### config.mk
export PLATFORM = sky130hd
export DESIGN_NAME = single_port_ram_controller_flat
export DESIGN_NICKNAME = d
export VERILOG_FILES = /design/src/rtl/single_port_ram_controller_if.sv /design/src/rtl/single_port_ram_controller.sv /design/src/flat_wrapper.sv
export SDC_FILE = /design/constraint.sdc
export NUM_CORES = 1
export LEC_CHECK = 0
export BUFFER_PORTS_ARGS = -buffer_cell sky130_fd_sc_hd__buf_2
export CORE_MARGIN = 8
export CORE_UTILIZATION = 47
export CTS_CLUSTER_DIAMETER = 80
export DETAILED_ROUTE_END_ITERATION = 12
export GPL_TIMING_DRIVEN = 0
export HOLD_SLACK_MARGIN = 0.06
export PLACE_DENSITY = 0.82
export REMOVE_ABC_BUFFERS = 1
export SYNTH_ARGS = -nofsm -noshare
export SYNTH_HDL_FRONTEND = slang
export SYNTH_SLANG_ARGS = --single-unit
### constraint.sdc
create_clock -name clk -period 1.7 [get_ports clk]
set_input_delay 0.425 -clock clk [delete_from_list [all_inputs] [get_ports clk]]
set_output_delay 0.425 -clock clk [all_outputs]
set_load 0.01 [all_outputs]
### src/rtl/single_port_ram_controller_if.sv
// Command, read-response, RAM-port and status signals of the single-port RAM controller.
interface single_port_ram_controller_if #(
  parameter int MEM_WIDTH  = 24,
  parameter int ADDR_WIDTH = 8
);
  logic                  cmd_valid;
  logic                  cmd_ready;
  logic                  cmd_we;
  logic [ADDR_WIDTH-1:0] cmd_addr;
  logic [MEM_WIDTH-1:0]  cmd_wdata;

  logic                  rsp_valid;
  logic                  rsp_ready;
  logic [MEM_WIDTH-1:0]  rsp_rdata;

  logic                  ram_we;
  logic [ADDR_WIDTH-1:0] ram_addr;
  logic [MEM_WIDTH-1:0]  ram_din;
  logic [MEM_WIDTH-1:0]  ram_dout;

  logic                  busy;

  modport slave (
    input  cmd_valid, cmd_we, cmd_addr, cmd_wdata, rsp_ready, ram_dout,
    output cmd_ready, rsp_valid, rsp_rdata, ram_we, ram_addr, ram_din, busy
  );

  modport master (
    output cmd_valid, cmd_we, cmd_addr, cmd_wdata, rsp_ready, ram_dout,
    input  cmd_ready, rsp_valid, rsp_rdata, ram_we, ram_addr, ram_din, busy
  );
endinterface

### src/rtl/single_port_ram_controller.sv
// Single-port RAM front end: read data lands in a response FIFO two cycles after acceptance.
// Commands are credit-gated on FIFO occupancy plus the in-flight read, so rsp_ready stalls never overflow.
module single_port_ram_controller #(
  parameter int MEM_WIDTH  = 24,
  parameter int ADDR_WIDTH = 8,
  parameter int RSP_DEPTH  = 4
) (
  input  logic                          clk,
  input  logic                          rst_n,
  single_port_ram_controller_if.slave   bus
);
  localparam int CW  = $clog2(RSP_DEPTH + 1);
  localparam int CW1 = CW + 1;
  localparam int PW  = (RSP_DEPTH > 1) ? $clog2(RSP_DEPTH) : 1;
  localparam logic [PW-1:0]  PTR_LAST = PW'(RSP_DEPTH - 1);
  localparam logic [CW-1:0]  COUNT_FULL = CW'(RSP_DEPTH);
  localparam logic [CW1-1:0] CREDITS = CW1'(RSP_DEPTH);

  logic                 pending_q, pending_d;
  logic [CW-1:0]        count_q, count_d;
  logic [PW-1:0]        rd_ptr_q, rd_ptr_d;
  logic [PW-1:0]        wr_ptr_q, wr_ptr_d;
  logic [MEM_WIDTH-1:0] buf_q [RSP_DEPTH];

  logic           accept;
  logic           push;
  logic           pop;
  logic           rsp_vld;
  logic [CW1-1:0] credit_used;

  function automatic logic [PW-1:0] ptr_inc(input logic [PW-1:0] p);
    return (p == PTR_LAST) ? '0 : p + PW'(1);
  endfunction

  // Credits count the read still in flight as well as buffered responses.
  assign credit_used   = {1'b0, count_q} + {{CW{1'b0}}, pending_q};
  assign bus.cmd_ready = rst_n & (credit_used < CREDITS);

  assign accept       = bus.cmd_valid & bus.cmd_ready;
  assign bus.ram_we   = accept & bus.cmd_we;
  assign bus.ram_addr = bus.cmd_addr;
  assign bus.ram_din  = bus.cmd_wdata;

  assign rsp_vld       = (count_q != '0);
  assign bus.rsp_valid = rsp_vld;
  assign bus.rsp_rdata = buf_q[rd_ptr_q];
  assign bus.busy      = pending_q | rsp_vld;

  assign push = pending_q;
  assign pop  = rsp_vld & bus.rsp_ready;

  always_comb begin
    pending_d = accept & ~bus.cmd_we;
    count_d   = count_q;
    rd_ptr_d  = rd_ptr_q;
    wr_ptr_d  = wr_ptr_q;
    case ({push, pop})
      2'b10:   count_d = count_q + CW'(1);
      2'b01:   count_d = count_q - CW'(1);
      default: count_d = count_q;
    endcase
    if (push) wr_ptr_d = ptr_inc(wr_ptr_q);
    if (pop)  rd_ptr_d = ptr_inc(rd_ptr_q);
  end

  always_ff @(posedge clk or negedge rst_n) begin
    if (!rst_n) begin
      pending_q <= 1'b0;
      count_q   <= '0;
      rd_ptr_q  <= '0;
      wr_ptr_q  <= '0;
    end else begin
      pending_q <= pending_d;
      count_q   <= count_d;
      rd_ptr_q  <= rd_ptr_d;
      wr_ptr_q  <= wr_ptr_d;
    end
  end

  // Response storage carries no reset; occupancy alone decides what is valid.
  always_ff @(posedge clk) begin
    if (push) buf_q[wr_ptr_q] <= bus.ram_dout;
  end

`ifndef SYNTHESIS
  a_no_overflow: assert property (@(posedge clk) disable iff (!rst_n)
    !(push && (count_q == COUNT_FULL)));
`endif
endmodule

### src/flat_wrapper.sv
// flat-port wrapper written by rule: the top's interface ports become plain ports
module single_port_ram_controller_flat 
#(
  parameter int MEM_WIDTH  = 24,
  parameter int ADDR_WIDTH = 8,
  parameter int RSP_DEPTH  = 4
)
  (clk, rst_n, bus_cmd_valid, bus_cmd_we, bus_cmd_addr, bus_cmd_wdata, bus_rsp_ready, bus_ram_dout, bus_cmd_ready, bus_rsp_valid, bus_rsp_rdata, bus_ram_we, bus_ram_addr, bus_ram_din, bus_busy);
  single_port_ram_controller_if #(.MEM_WIDTH(MEM_WIDTH), .ADDR_WIDTH(ADDR_WIDTH)) bus_i ();
  input  logic clk;
  input  logic rst_n;
  input wire logic [$bits(bus_i.cmd_valid)-1:0] bus_cmd_valid;
  input wire logic [$bits(bus_i.cmd_we)-1:0] bus_cmd_we;
  input wire logic [$bits(bus_i.cmd_addr)-1:0] bus_cmd_addr;
  input wire logic [$bits(bus_i.cmd_wdata)-1:0] bus_cmd_wdata;
  input wire logic [$bits(bus_i.rsp_ready)-1:0] bus_rsp_ready;
  input wire logic [$bits(bus_i.ram_dout)-1:0] bus_ram_dout;
  output wire logic [$bits(bus_i.cmd_ready)-1:0] bus_cmd_ready;
  output wire logic [$bits(bus_i.rsp_valid)-1:0] bus_rsp_valid;
  output wire logic [$bits(bus_i.rsp_rdata)-1:0] bus_rsp_rdata;
  output wire logic [$bits(bus_i.ram_we)-1:0] bus_ram_we;
  output wire logic [$bits(bus_i.ram_addr)-1:0] bus_ram_addr;
  output wire logic [$bits(bus_i.ram_din)-1:0] bus_ram_din;
  output wire logic [$bits(bus_i.busy)-1:0] bus_busy;
  assign bus_i.cmd_valid = bus_cmd_valid;
  assign bus_i.cmd_we = bus_cmd_we;
  assign bus_i.cmd_addr = bus_cmd_addr;
  assign bus_i.cmd_wdata = bus_cmd_wdata;
  assign bus_i.rsp_ready = bus_rsp_ready;
  assign bus_i.ram_dout = bus_ram_dout;
  assign bus_cmd_ready = bus_i.cmd_ready;
  assign bus_rsp_valid = bus_i.rsp_valid;
  assign bus_rsp_rdata = bus_i.rsp_rdata;
  assign bus_ram_we = bus_i.ram_we;
  assign bus_ram_addr = bus_i.ram_addr;
  assign bus_ram_din = bus_i.ram_din;
  assign bus_busy = bus_i.busy;
  single_port_ram_controller #(.MEM_WIDTH(MEM_WIDTH), .ADDR_WIDTH(ADDR_WIDTH), .RSP_DEPTH(RSP_DEPTH)) u_core (.clk(clk), .rst_n(rst_n), .bus(bus_i));
endmodule
# Word level (Yosys, flattened, before mapping)
# Memory sizes are Yosys's and may differ from the RTL's.
# Index checks and enable logic that the tools add are counted.
[totals]
reg_bits = 8
ram_bits = 96
input_bits = 61
out_inout_bits = 60
elab_cells = 29
memories = 1
[mem_list]
columns = ["memory", "words", "word_bits", "read_ports", "rd_clocked_by_memory_dff", "wr", "line", "rtl"]
rows = [
  ["u_core.buf_q", 4, 24, 1, 0, 1, "single_port_ram_controller.sv:23", "logic [MEM_WIDTH-1:0] buf_q [RSP_DEPTH];"],
]
[op_classes]
n_addsub = 5
magnitude_cmp = 1
n_eq_ne = 4
muxes = 5
bitwise_logic = 7
n_reduce_logical = 2
[ops]
columns = ["operator", "n"]
rows = [
  ["$eq 2x2->1 const B", 3],
  ["$pmux 3 s2", 1],
  ["$and 1x1->1", 5],
  ["$add 2x1->2 const B", 2],
  ["$add 3x1->4", 1],
  ["$lt 4x3->1 const B", 1],
  ["$mux 2", 2],
  ["$add 3x1->3 const B", 1],
  ["$reduce_bool 3->1", 1],
  ["$sub 3x1->3 const B", 1],
  ["$eq 2x1->1 const B", 1],
  ["$mux 1", 2],
  ["$reduce_bool 2->1", 1],
  ["$not 1->1", 1],
  ["$or 1x1->1", 1],
]

# Logic depth before layout (Yosys ltp)
[logic_depth]
ltp_word = 5
mapped_depth = 9
depth_no_buf = 9

# Worst setup path before layout
# Ideal clock, no wire load.
[synth_path]
kind = "reg2reg"
startpoint = "register u_core.count_q[0]"
endpoint = "register u_core.count_q[2]"
setup_time_ns = 0.125
t_arrival_ns = 1.696
t_required_ns = 1.575
path_slack_ns = -0.122
path_stages_with_launch = 10
path_buffers = 0
synth_period_minus_slack_ns = 1.822
cell_sequence = "dfrtp_1 -> or3_4 -> nand2_4 -> inv_1 -> ha_1 -> inv_1 -> fa_1 -> xor2_1 -> nor2_1 -> xor2_1"
[synth_between]
elab_chain_cells = 4
word_cells_on_any_way = 8
cone_classes = "add/sub (2); eq/ne (2); mux (1); bitwise (1); reduce/logical (2)"
[synth_rtl]
columns = ["item", "line", "rtl"]
rows = [
  ["start, declared", "single_port_ram_controller.sv:20", "logic [CW-1:0] count_q, count_d;"],
  ["start signal, assigned", "single_port_ram_controller.sv:74", "count_q <= count_d;"],
  ["$reduce_bool 3->1 (*)", "single_port_ram_controller.sv:44", "assign rsp_vld = (count_q != '0);"],
  ["net bus_rsp_valid", "flat_wrapper.sv:19", "output wire logic [$bits(bus_i.rsp_valid)-1:0] bus_rsp_valid;"],
  ["$and 1x1->1 (*)", "single_port_ram_controller.sv:50", "assign pop = rsp_vld & bus.rsp_ready;"],
  ["net u_core.pop", "single_port_ram_controller.sv:27", "logic pop;"],
  ["$eq 2x1->1 / $eq 2x2->1 (equally long branches)", "single_port_ram_controller.sv:57", "case ({push, pop})"],
  ["$pmux 3 s2 / $reduce_bool 2->1 (equally long branches)", "-", ""],
]
# Mark *: on every way through the listed nets, which the timed path passes. The rest lies on a longest branch.
# A chain may end at the register's enable or synchronous reset.

# Worst setup path in the final report
[layout_path]
startpoint = "register u_core.rd_ptr_q[0]"
endpoint = "output port bus_rsp_rdata[8]"
[layout_between]
elab_chain_cells = 1
[layout_rtl]
columns = ["item", "line", "rtl"]
rows = [
  ["start, declared", "single_port_ram_controller.sv:21", "logic [PW-1:0] rd_ptr_q, rd_ptr_d;"],
  ["start signal, assigned", "single_port_ram_controller.sv:75", "rd_ptr_q <= rd_ptr_d;"],
  ["$mem_v2 4x24", "-", ""],
  ["end, declared", "flat_wrapper.sv:20", "output wire logic [$bits(bus_i.rsp_rdata)-1:0] bus_rsp_rdata;"],
]
# No other way between the ends.

==> flow_summary_export.csv <==
group,metric,value,unit
layout,final_common_cell,"edfxtp_1",
global_route,antenna_found_initial,0,
sta,worstMarginPinSlew,0.694,ns
clock_network,cts.sinks,104,
layout,fin_area,4800,um^2
layout,final_cell_mix,"edfxtp_1, buf_2, mux4_2",
clock_network,clk_latency,0.36,ns
worst_hold_path,min_to,"u_core.buf_q[3][2]$_DFFE_PP_",
synth,synthesis.instances,203,
layout,area_growth,13.2,%
sta,rsz0062_at_grt,"true",
worst_setup_path,crit_slowest_cell,"mux4_2",
power,p_switching,2.03,mW
placed_design,dp_hpwl,5200,um
synth,yosysSeqAreaShare,72.7,%
clock_network,path_clk_slew,0.10,ns
worst_hold_path,hp-start,"bus_ram_dout[2]",
power,pwr-share-clk,20.6,%
route,drtIter0Drc,65,
worst_setup_path,end_kind,"output port",
floorplanning,io_pins,121,
worst_setup_path,r2r_end,"u_core.count_q[2]$_DFFE_PN0P_",
power,ir_drop,0.00107,V
worst_setup_path,max_stage_delay,0.52,ns
synth,synth_cell_type_count,26,
sta,finalWorstSetupSlack,-0.432,ns
floorplanning,die_h,111,um
sta,final.min_clock_period,2.13,ns
route,drc,0,
synth,yosysTopAreaCell,"edfxtp_1",
synth,synth_ff_type,"edfxtp_1",
clock_network,cts_max_level,3,
clock_network,clk_path_buf_depth,2,
sta,finalMaxSlewViolations,0,
route,vias,1938,
worst_setup_path,crit_fanout,11,
floorplanning,die_area,12300,um^2
global_route,grt_max_degree,27,
synth,yosys.area.top_type_share,68.0,%
placed_design,io_buffers,56,
floorplanning,rows,34,
route,antenna_left,0,
worst_setup_path,cp_cell_sequence,"buf_16 > mux4_2 > buf_6",
power,leakage,1.71,nW
global_route,grt_pass1_vias,2162,
sta,fin_setup_tns,-10.88,ns
synth,async_flop_share,7.69,%
synth,netlist_area,4240,um^2
power,switching_share,28.9,%
clock_network,cts_made_buffers,9,
synth,syn_avg_cell_area,20.9,um^2
sta,finalHoldViolCount,0,
layout,drive_above_1_share,49.2,%
global_route,grt-ovfl-total,0,
layout,n_fill_cell,667,
worst_hold_path,hold_depth,1,
sta,max-slew-margin-rel,53.7,%
worst_hold_path,hold_class,"in2reg",
clock_network,cts_tree,"yes",
power,p_per_area,1470,nW/um^2
status,status,"complete, but fails checks",
global_route,grt_use_total,13.6,%
sta,skew,0.0148,ns
synth,synth_edf_count,96,
sta,finalSetupViolCount,30,
worst_setup_path,cp.required,1.27,ns
layout,diodes,0,
worst_setup_path,start_kind,"flip-flop",
job,max_cap_violations,0,
worst_setup_path,rrSetupSlack,-0.21,ns
worst_setup_path,arrival,1.71,ns
worst_setup_path,r2r_start,"u_core.count_q[0]$_DFFE_PN0P_",
floorplanning,coreArea,8720,um^2
sta,max_freq,0.469,GHz
power,p_int,5.00,mW
status,violations,"negative setup slack",
layout,fin_nets,313,
route,wirelength,8490,um
power,p_comb_share,33.1,%
worst_setup_path,r2r_cells,9,
route,via_per_inst,5.41,
clock_network,root_buffer,"clkbuf_8",
synth,ys_warn_count,0,
placed_design,placedInstanceArea,4350,um^2
placed_design,routabilityCongestion,0.598,
worst_setup_path,worst-setup-path-type,"reg2out",
power,seqPwrFrac,46.3,%
sta,period_share,125,%
route,post_drt_wl_per_cell,23.7,um
floorplanning,die_w,111,um
synth,synthTopCellsByArea,"edfxtp_1, mux4_2, buf_4",
global_route,grt_pass1_wl,12400,um
floorplanning,start_util,48.6,%
route,firstDrtPassIters,4,
synth,ys_seq_elements,104,
logic make-up after synthesis:
kind of cell    count (synthesis)  share of synthesized area, %
flops                         104                          72.7
buf+inv                        46                          7.94
mux                            27                          14.0
compound gates                  3                         0.443
fa+ha+maj                       7                          2.24
xor+xnor                        3                         0.620
simple gates                   13                          2.04
worst max-delay path: cells and delay by family, from the launching register on:
kind	cells	cell delay, ns
buffers and inverters	2	0.32
multiplexers	1	0.52
flip-flops	1	0.51
area by class of cell:
| type | count | area, um^2 | share of cell area [%] |
|---|---|---|---|
| clock inverters | 4 | 35.0 | 0.730 |
| clock buffers | 12 | 156 | 3.26 |
| well taps | 108 | 135 | 2.82 |
| inverters | 8 | 30.0 | 0.626 |
| flip-flops and latches | 104 | 3090 | 64.4 |
| multi-input cells | 53 | 836 | 17.4 |
| repair buffers | 69 | 515 | 10.7 |
routing by layer:
| layer | GRT usage (%) | vias up | routed length [um] | part of all wire, % |
|---|---|---|---|---|
| met4 | 3.87 | 0 | 59 | 0.69 |
| met1 | 14.9 | 997 | 3460 | 41 |
| met5 | 1.67 | - | 0 | 0 |
| met2 | 21.3 | 93 | 4120 | 48 |
| li1 | - | 840 | - | - |
| met3 | 8.39 | 8 | 851 | 10 |
through the flow:
step	instances	worst slack [ns]	total power, mW	hold WS, ns	util (%)
2_1_floorplan	165	-0.541	4.34	0.129	-
4_1_cts	355	-0.485	6.89	0.258	54.4
3_3_place_gp	329	-1.06	4.95	0.282	49.9
6_report	358	-0.432	7.03	0.279	55.0
3_5_place_dp	329	-0.540	5.03	0.286	49.9
5_1_grt	358	-0.518	7.39	0.256	55.0
cell usage after synthesis (2+ instances only):
library cell,count
o21ai_0,2
buf_4,32
buf_2,3
buf_12,2
mux4_1,6
and2_1,4
mux4_2,18
nor2_1,2
dfrtp_1,8
ha_1,6
xor2_1,2
mux2_2,2
inv_1,8
edfxtp_1,96
sequential cells by signal (all words and copies together), names as in the netlist:
signal,cells
u_core.pending_q,1
u_core.count_q,3
u_core.wr_ptr_q,2
u_core.rd_ptr_q,2
u_core.buf_q,96
power by group through the flow:
stage	logic [mW]	registers, mW	clock network [mW]
3_5_place_dp	1.59	3.44	0
5_1_grt	2.52	3.28	1.59
4_1_cts	2.16	3.24	1.48
3_3_place_gp	1.54	3.41	0
2_1_floorplan	1.06	3.28	0
6_report	2.33	3.25	1.45
timing repair:
action | 4_1_cts | 5_1_grt
cloned | 0 | 1
endpoints found under the setup margin | 128 | 78
setup buffers | 9 | 2
resized for setup | 23 | 14
hold buffers | 1 | 0
pin swaps | 4 | 6
endpoints found under the hold margin | 8 | 0
worst max path at each step:
stage                                   startpoint                 to  slack [ns]  depth (start not counted)
global placement    u_core.rd_ptr_q[0]$_DFFE_PN0P_   bus_rsp_rdata[0]       -1.06                          2
CTS                 u_core.rd_ptr_q[0]$_DFFE_PN0P_   bus_rsp_rdata[3]       -0.49                          3
global route        u_core.rd_ptr_q[0]$_DFFE_PN0P_  bus_rsp_rdata[14]       -0.52                          3
floorplan           u_core.rd_ptr_q[0]$_DFFE_PN0P_   bus_rsp_rdata[0]       -0.54                          1
finish              u_core.rd_ptr_q[0]$_DFFE_PN0P_   bus_rsp_rdata[8]       -0.43                          3
detailed placement  u_core.rd_ptr_q[0]$_DFFE_PN0P_   bus_rsp_rdata[3]       -0.54                          2
No activity file was read; power rests on OpenSTA's default activity.
